$ cat src/rtl/block_unstacker_db.sv
// Ping-pong buffered 128-bit to 32-bit stream serializer.
// Holds up to two blocks and drains four words per block with a last-word marker.
module block_unstacker_db #(
   parameter bit LSW_FIRST = 1'b1,
   parameter bit BYTE_SWAP = 1'b0
) (
   input  logic         clk_i,
   input  logic         rst_i,
   input  logic         clr_i,
   input  logic         enable_i,
   input  logic         valid_i,
   output logic         ready_o,
   input  logic [127:0] block_i,
   output logic         valid_o,
   input  logic         ready_i,
   output logic [31:0]  word_o,
   output logic         last_o,
   output logic [1:0]   occupancy_o
);

   localparam int unsigned BLK_W  = 128;
   localparam int unsigned WORD_W = 32;
   localparam int unsigned IDX_W  = 2;
   localparam int unsigned OCC_W  = 2;

   logic [BLK_W-1:0]  r_slot [2];
   logic              r_wptr;
   logic              r_rptr;
   logic [IDX_W-1:0]  r_widx;
   logic [OCC_W-1:0]  r_occ;

   logic              w_push;
   logic              w_pop;
   logic              w_pop_last;
   logic [IDX_W-1:0]  w_kidx;
   logic [BLK_W-1:0]  w_blk;
   logic [WORD_W-1:0] w_word;
   logic [WORD_W-1:0] w_word_sw;

   // Handshakes depend only on registered occupancy and the enable gate.
   assign ready_o    = enable_i && (r_occ < OCC_W'(2));
   assign valid_o    = enable_i && (r_occ != '0);
   assign w_push     = valid_i && ready_o;
   assign w_pop      = valid_o && ready_i;
   assign w_pop_last = w_pop && (r_widx == IDX_W'(3));

   // MSW-first order walks the block from the top word down.
   assign w_kidx = LSW_FIRST ? r_widx : ~r_widx;
   assign w_blk  = r_slot[r_rptr];
   assign w_word = w_blk[WORD_W*w_kidx +: WORD_W];

   always_comb begin
      w_word_sw = w_word;
      if (BYTE_SWAP) begin
         w_word_sw = {w_word[7:0], w_word[15:8], w_word[23:16], w_word[31:24]};
      end
   end

   assign word_o      = (r_occ == '0) ? '0 : w_word_sw;
   assign last_o      = valid_o && (r_widx == IDX_W'(3));
   assign occupancy_o = r_occ;

   // Control state; soft clear behaves exactly like reset.
   always_ff @(posedge clk_i) begin
      if (rst_i || clr_i) begin
         r_wptr <= 1'b0;
         r_rptr <= 1'b0;
         r_widx <= '0;
         r_occ  <= '0;
      end else begin
         if (w_push) begin
            r_wptr <= ~r_wptr;
         end
         if (w_pop) begin
            r_widx <= r_widx + IDX_W'(1);
            if (w_pop_last) begin
               r_rptr <= ~r_rptr;
            end
         end
         case ({w_push, w_pop_last})
            2'b10:   r_occ <= r_occ + OCC_W'(1);
            2'b01:   r_occ <= r_occ - OCC_W'(1);
            default: r_occ <= r_occ;
         endcase
      end
   end

   // Slot storage carries no reset; stale data is masked by occupancy.
   always_ff @(posedge clk_i) begin
      if (!rst_i && !clr_i && w_push) begin
         r_slot[r_wptr] <= block_i;
      end
   end

   // An underflow would wrap to 3, so one bound check covers both directions.
   always_ff @(posedge clk_i) begin
      if (!rst_i) begin
         assert (r_occ <= OCC_W'(2));
      end
   end

endmodule

$ cat config.mk
export PLATFORM = sky130hd
export DESIGN_NAME = block_unstacker_db
export DESIGN_NICKNAME = d
export VERILOG_FILES = /design/src/rtl/block_unstacker_db.sv
export SDC_FILE = /design/constraint.sdc
export NUM_CORES = 1
export LEC_CHECK = 0
export CAP_MARGIN = 10
export CORE_AREA = 2 2 156 158
export DETAILED_ROUTE_END_ITERATION = 8
export DIE_AREA = 0 0 158 160
export PLACE_DENSITY = 0.68
export SYNTH_ARGS = -nofsm -noshare
export SYNTH_HDL_FRONTEND = slang
export SYNTH_SLANG_ARGS = --single-unit
$ cat constraint.sdc
create_clock -name clk_i -period 16.04 [get_ports clk_i]
set_input_delay 1.604 -clock clk_i [delete_from_list [all_inputs] [get_ports clk_i]]
set_output_delay 1.604 -clock clk_i [all_outputs]
set_load 0.01 [all_outputs]
==> summary.txt, run 1 <==
Place
  • Post-Place Cell Area: 12400 um2
  • Post-place setup slack: 11120 ps
  • DP Wirelength: 13100 um
  • GP Congestion: 0.771
  • Port buffer count: 170

Timing
  • Worst hold margin: 506 ps
  • RSZ-0062 raised after global routing: no
  • Total negative setup slack: 0 ps
  • Final Setup Violations: 0
  • Slew headroom: 24.0%
  • Skew final: 6.97 ps
  • Final Slew Violations: 0
  • PnR worst setup slack: 10580 ps
  • Min Tclk post-route: 5460 ps
  • Max Fclk: 183 MHz
  • Least-Margin Pin Slew: 1140 ps
  • Crit share post-route: 34.0%
  • Hold Fails Final Rpt: 0

Floorplanning
  • I/O pin count: 171
  • Row count: 57
  • Full die area: 25300 um2
  • Starting Density: 43.9%
  • Core ar.: 23800 um2
  • Chip Height: 160 um
  • Die X: 158 um

Clock tree
  • Hold buffers post-CTS: 0
  • TritonCTS sink count: 263
  • Worst skew pair latency: 520 ps
  • Total CTS buffers: 27
  • H-tree Lvls: 1
  • Buffer levels on the longest clock path: 3
  • Post-CTS Resized: 0
  • TritonCTS clock tree: built
  • Clock Tree Root: clkbuf_16
  • Post-CTS setup buffer count: 0
  • Worst-path clk slew: 60 ps

Finish
  • Final Util: 55.7%
  • Design area: 13300 um2
  • Sequential cell area: 7830 um2
  • Area delta synth->final: 27.1%
  • Number of fill cells: 1881
  • Layout cells sized above 1: 19.7%
  • # nets final: 893
  • Area occupied by multi-input gates: 2380 um2

GRT
  • Total GRT Usage: 16.7%
  • GRT overflow: 0
  • First-pass GRT wire length: 32700 um
  • Largest net degree at the start of global routing: 88
  • Initial antenna violation count: 1
  • Vias in the first global route: 5953

Yosys
  • Netlist cell types: 36
  • Synth top area share: 73.6%
  • Cell taking the most area after synthesis: edfxtp_1
  • Syn. warnings: 0
  • Primary FF master, synth: edfxtp_1
  • Most common cell in the netlist: edfxtp_1
  • Synth area leaders: edfxtp_1 74%, mux2_2 6.8%, mux2_4 4.2%
  • Sequential fraction of the synthesis area: 74.9%
  • Area of the mapped netlist: 10400 um2
  • Synth cell count leaders: 256 x edfxtp_1, 63 x mux2_2, 33 x nor2b_1, 33 x nor3_1
  • Syn Inst Count: 588
  • Synth Register Bits: 263
  • Ys async rst share: 0%
  • EDFF count, synth: 256
  • Net Count, Synth: 724
  • Syn avg cell area: 17.8 um2

Power
  • Leakage Power: 4.28 nW
  • Peak VDD IR: 0.0000676 V
  • Pwr Density: 109 nW/um2

Critical path
  • Startpoint class of the critical path: register
  • CP Max Fanout: 87
  • Req. time, crit path: 14440 ps
  • Worst Path Class, Setup: reg -> out
  • Worst EP arrival: 3850 ps
  • Endpoint class of the critical path: output pin

Detailed routing
  • Drt drc: 0
  • Final ANT Viol Nets: 0
  • DR iter-0 viols: 331
  • Via/cell ratio: 5.17
  • Detailed Route WL: 21600 um
  • DR WL/cell: 19.6 um
  • Drt pass-1 iters: 4
  • Vias: 5705

Min path
  • Worst hold path class: reg -> reg

Run
  • Max-cap viol count: 0

Status
  • Status: complete, no violations
-- state kept, by name, summed over array words and instances, names as in the netlist, named ones only --
register and count:
r_slot 256, occupancy_o 2, r_widx 2, r_rptr 1, r_wptr 1
-- routing by layer --
metal	part of all wire, %	up-vias	GRT usage (%)
met4	2.1	0	5.57
li1	-	2664	-
met3	4.9	31	2.69
met2	50	166	28.2
met1	43	2844	22.2
met5	0	-	0
-- worst max-delay path, cell delays in order (launching register included) --
cell and delay, ps:
dfxtp_4 1070, buf_4 850, mux2_2 300, o22ai_1 80
nor3_1 290, clkdlybuf4s50_1 600
-- cells in the final DEF, fill, tap and decap left out, drive strengths merged, types with 6 or more instances in the layout --
cell,count
a211oi,32
nor2,6
buf,6
dfxtp,7
o21ai,33
clkinv,8
nor2b,33
o22ai,32
nor3,34
edfxtp,256
mux2,96
clkbuf,36
clkdlybuf4s50,170
-- cells by family (layout without fill, tap and decap cells) --
kind of cell,count (synthesis),in the layout,share of synthesized area [%]
flops,263,263,74.9
compound gates,100,100,6.06
mux,97,97,11.5
simple gates,83,83,4.45
buf+inv,38,228,2.43
xor+xnor,5,5,0.419
fa+ha+maj,2,2,0.239
other cells,0,1,0
-- worst paths after layout --
path | start | to | slack (ps) | depth (start not counted)
worst min register to register | r_rptr | register | 510 | 2
worst min-delay path | r_rptr | register | 510 | 2
worst max-delay path | register | word_o[31] | 10580 | 5
worst max register to register | occupancy_o[1] | r_slot[1][127] | 13140 | 4
-- through the flow --
step           total power, mW  instances
3_5_place_dp             0.840       1052
6_report                  1.44       1103
2_1_floorplan            0.795        588
5_1_grt                   1.48       1103
3_3_place_gp             0.837       1052
4_1_cts                   1.46       1102
-- area by class of cell --
cell class / instances / area share [%]
sequential: 263 / 59.0
tap: 324 / 3.05
clock buffer: 36 / 5.80
inverter: 2 / 0.0565
antenna: 1 / 0.0188
timing repair buffer: 176 / 13.2
multi-input combinational: 287 / 18.0
clock inverter: 14 / 0.980
-- power by group --
group / internal (mW) / switching [mW]
combinational: 0.0388 / 0.0228
sequential: 0.762 / 0.00174
clock: 0.370 / 0.247
total: 1.17 / 0.271
(Power assumes the default switching activity.)
==> run 2, diff against run 1 <==
Clock period 16.04 ns to 5.3 ns, I/O delays scaled along.
==> summary.txt, run 2 (same netlist as run 1, synthesis figures left out) <==
Clock tree
  • Post-CTS Resized: 0 (unchanged)
  • Post-CTS setup buffer count: 0 (unchanged)
  • Clock Tree Root: clkbuf_16
  • Worst skew pair latency: 530 ps (about the same)
  • TritonCTS sink count: 263 (unchanged)
  • Worst-path clk slew: 60 ps (about the same)
  • H-tree Lvls: 1 (unchanged)
  • Total CTS buffers: 28 (+3.7%)
  • Hold buffers post-CTS: 0 (unchanged)
  • TritonCTS clock tree: built
  • Buffer levels on the longest clock path: 3 (unchanged)

Critical path
  • CP max stage delay: 770 ps (-300 ps)
  • Reg2Reg Depth: 3 (-1)
  • R2R Path End: r_slot[0][11]
  • Startpoint class of the critical path: register
  • Endpoint class of the critical path: output pin
  • Worst EP arrival: 3080 ps (-770 ps)
  • Reg2reg setup slack: 3120 ps (-10020 ps)
  • Req. time, crit path: 4770 ps (-9670 ps)
  • Worst r2r src: occupancy_o[1]
  • Crit path cell chain: buf_4 > mux2_2 > o22ai_1 > nor3_1 > clkdlybuf4s50_1
  • Worst Path Class, Setup: reg -> out
  • CP Max Fanout: 51 (-41%)
  • Critical path's slowest cell: dfxtp_4

Timing
  • Hold Fails Final Rpt: 0 (unchanged)
  • Min Tclk post-route: 3610 ps
  • Slew headroom: 39.0% (+15 points)
  • Final Slew Violations: 0 (unchanged)
  • Skew final: 11.7 ps (+4.73 ps)
  • Least-Margin Pin Slew: 915 ps (-225 ps)
  • Crit share post-route: 68.1%
  • RSZ-0062 raised after global routing: no
  • Final Setup Violations: 0 (unchanged)
  • Max Fclk: 277 MHz

Power
  • Clk network pwr share: 42.8% (about the same)
  • Psw: 833 uW (+210%)
  • Sequential power share: 52.9% (about the same)
  • Int Power: 3.53 mW (+200%)
  • Logic gate share of total power: 4.3% (about the same)
  • Leakage Power: 4.29 nW (+0.18%)
  • Sw Share: 19.1% (+0.27 points)
  • Power Total: 4.37 mW (+200%)
  • Pwr Density: 328 nW/um2 (+200%)
  • Peak VDD IR: 0.000215 V (+220%)

Detailed routing
  • Final ANT Viol Nets: 0 (unchanged)
  • Vias: 5741 (+0.63%)
  • Detailed Route WL: 21500 um (-0.46%)
  • DR iter-0 viols: 388 (+17%)
  • Drt drc: 0 (unchanged)
  • Drt pass-1 iters: 4 (unchanged)
  • Via/cell ratio: 5.21 (+0.81%)
  • DR WL/cell: 19.5 um (-0.28%)

Place
  • GP Congestion: 0.747 (-3.1%)
  • Post-Place Cell Area: 12400 um2 (+0.36%)
  • Port buffer count: 170 (unchanged)
  • DP Wirelength: 13300 um (+2.2%)

Finish
  • Area occupied by multi-input gates: 2390 um2 (+0.42%)
  • Layout cells sized above 1: 19.2% (-0.49 points)
  • Number of fill cells: 1905 (+1.3%)
  • Most frequent cells in the layout: 256 x edfxtp_1, 170 x clkdlybuf4s50_1, 63 x mux2_2
  • Design area: 13300 um2 (+0.20%)
  • # nets final: 897 (+0.45%)
  • Area delta synth->final: 27.3%
  • Most flop-heavy register: r_slot
  • Sequential cell area: 7830 um2 (unchanged)
  • # diodes: 0 (-1)
  • Most common cell after layout, fill and taps aside: edfxtp_1
  • Max FFs per register: 256 (unchanged)

Min path
  • Hold Path Sink: r_rptr
  • Hold path start: r_rptr
  • Worst hold path class: reg -> reg
  • Hold Path Cell Cnt: 2 (unchanged)

Floorplanning
  • Starting Density: 43.9% (unchanged)
  • Row count: 57 (unchanged)
  • Die X: 158 um (unchanged)
  • Core ar.: 23800 um2 (unchanged)
  • Chip Height: 160 um (unchanged)
  • I/O pin count: 171 (unchanged)
  • Full die area: 25300 um2 (unchanged)

Run
  • Max-cap viol count: 0 (unchanged)

GRT
  • Grt met1 use: 20.8% (-1.3 points)
  • Largest net degree at the start of global routing: 76 (-14%)
  • GRT busiest layer: met2
  • Initial antenna violation count: 0 (-1)
  • Vias in the first global route: 6138 (+3.1%)
  • Global routing usage on met2: 29.7% (+1.6 points)
  • GRT overflow: 0 (unchanged)
  • Met3 GRT Util: 2.80% (+0.11 points)
  • First-pass GRT wire length: 32700 um (-0.11%)
  • Total GRT Usage: 16.6% (-0.098 points)

Status
  • Status: complete, no violations
run 2: cell count changes in the layout (fill, tap and decap cells not counted), moves of 2 or more:
cell / previous run / this run
buf_4: 6 / 8
clkbuf_8: 4 / 0
clkinv_1: 1 / 3
clkinv_2: 7 / 3
nor3_2: 3 / 1
nor3_4: 0 / 2
run 2: stage by stage:
stage / util [%] / setup TNS [ps] / hold WS (ps) / worst slack, ps / std cells
4_1_cts: 55.9 / 0 / 518 / 1640 / 1101
3_5_place_dp: 52.1 / 0 / 496 / 2220 / 1055
2_1_floorplan: - / -307720 / 472 / -1200 / 588
6_report: 55.9 / 0 / 516 / 1690 / 1101
5_1_grt: 55.9 / 0 / 532 / 1540 / 1101
3_3_place_gp: 52.1 / 0 / 488 / 2270 / 1055
run 2: layer usage:
| layer | vias to the layer above | wire length [um] | part of all wire, % |
|---|---|---|---|
| li1 | 2671 | - | - |
| met1 | 2892 | 8810 | 41 |
| met2 | 145 | 11200 | 52 |
| met3 | 33 | 1110 | 5.2 |
| met4 | 0 | 398 | 1.9 |
| met5 | - | 0 | 0 |
run 2: worst max path at each step:
stage                     startpoint            to  depth (start not counted)
after floorplan                clr_i  r_slot[1][0]                          3
after global placement      register     word_o[0]                          5
after detailed placement    register     word_o[0]                          5
after CTS                   register     word_o[0]                          5
after global routing        register    word_o[20]                          5
final                       register    word_o[20]                          5
run 2: worst max-delay path: cells and delay by family (launching register included):
kind / cells / cell delay (ps)
buf+inv: 2 / 1120
flops: 1 / 770
compound gates: 1 / 90
simple gates: 1 / 290
mux: 1 / 250
run 2: layout make-up:
class | instances | area share, %
flip-flops and latches | 263 | 58.9
clock buffers | 31 | 5.35
repair buffers | 179 | 13.4
multi-input cells | 287 | 18.0
clock inverters | 15 | 1.30
inverters | 2 | 0.0564
well taps | 324 | 3.05
run 2: power by group through the flow:
stage	Sequential, mW	Combinational, mW	Clock (mW)
after floorplan	2.36	0.0447	0
after global placement	2.35	0.183	0
after detailed placement	2.35	0.189	0
final	2.31	0.188	1.87
after CTS	2.31	0.190	1.91
after global routing	2.31	0.200	2.00
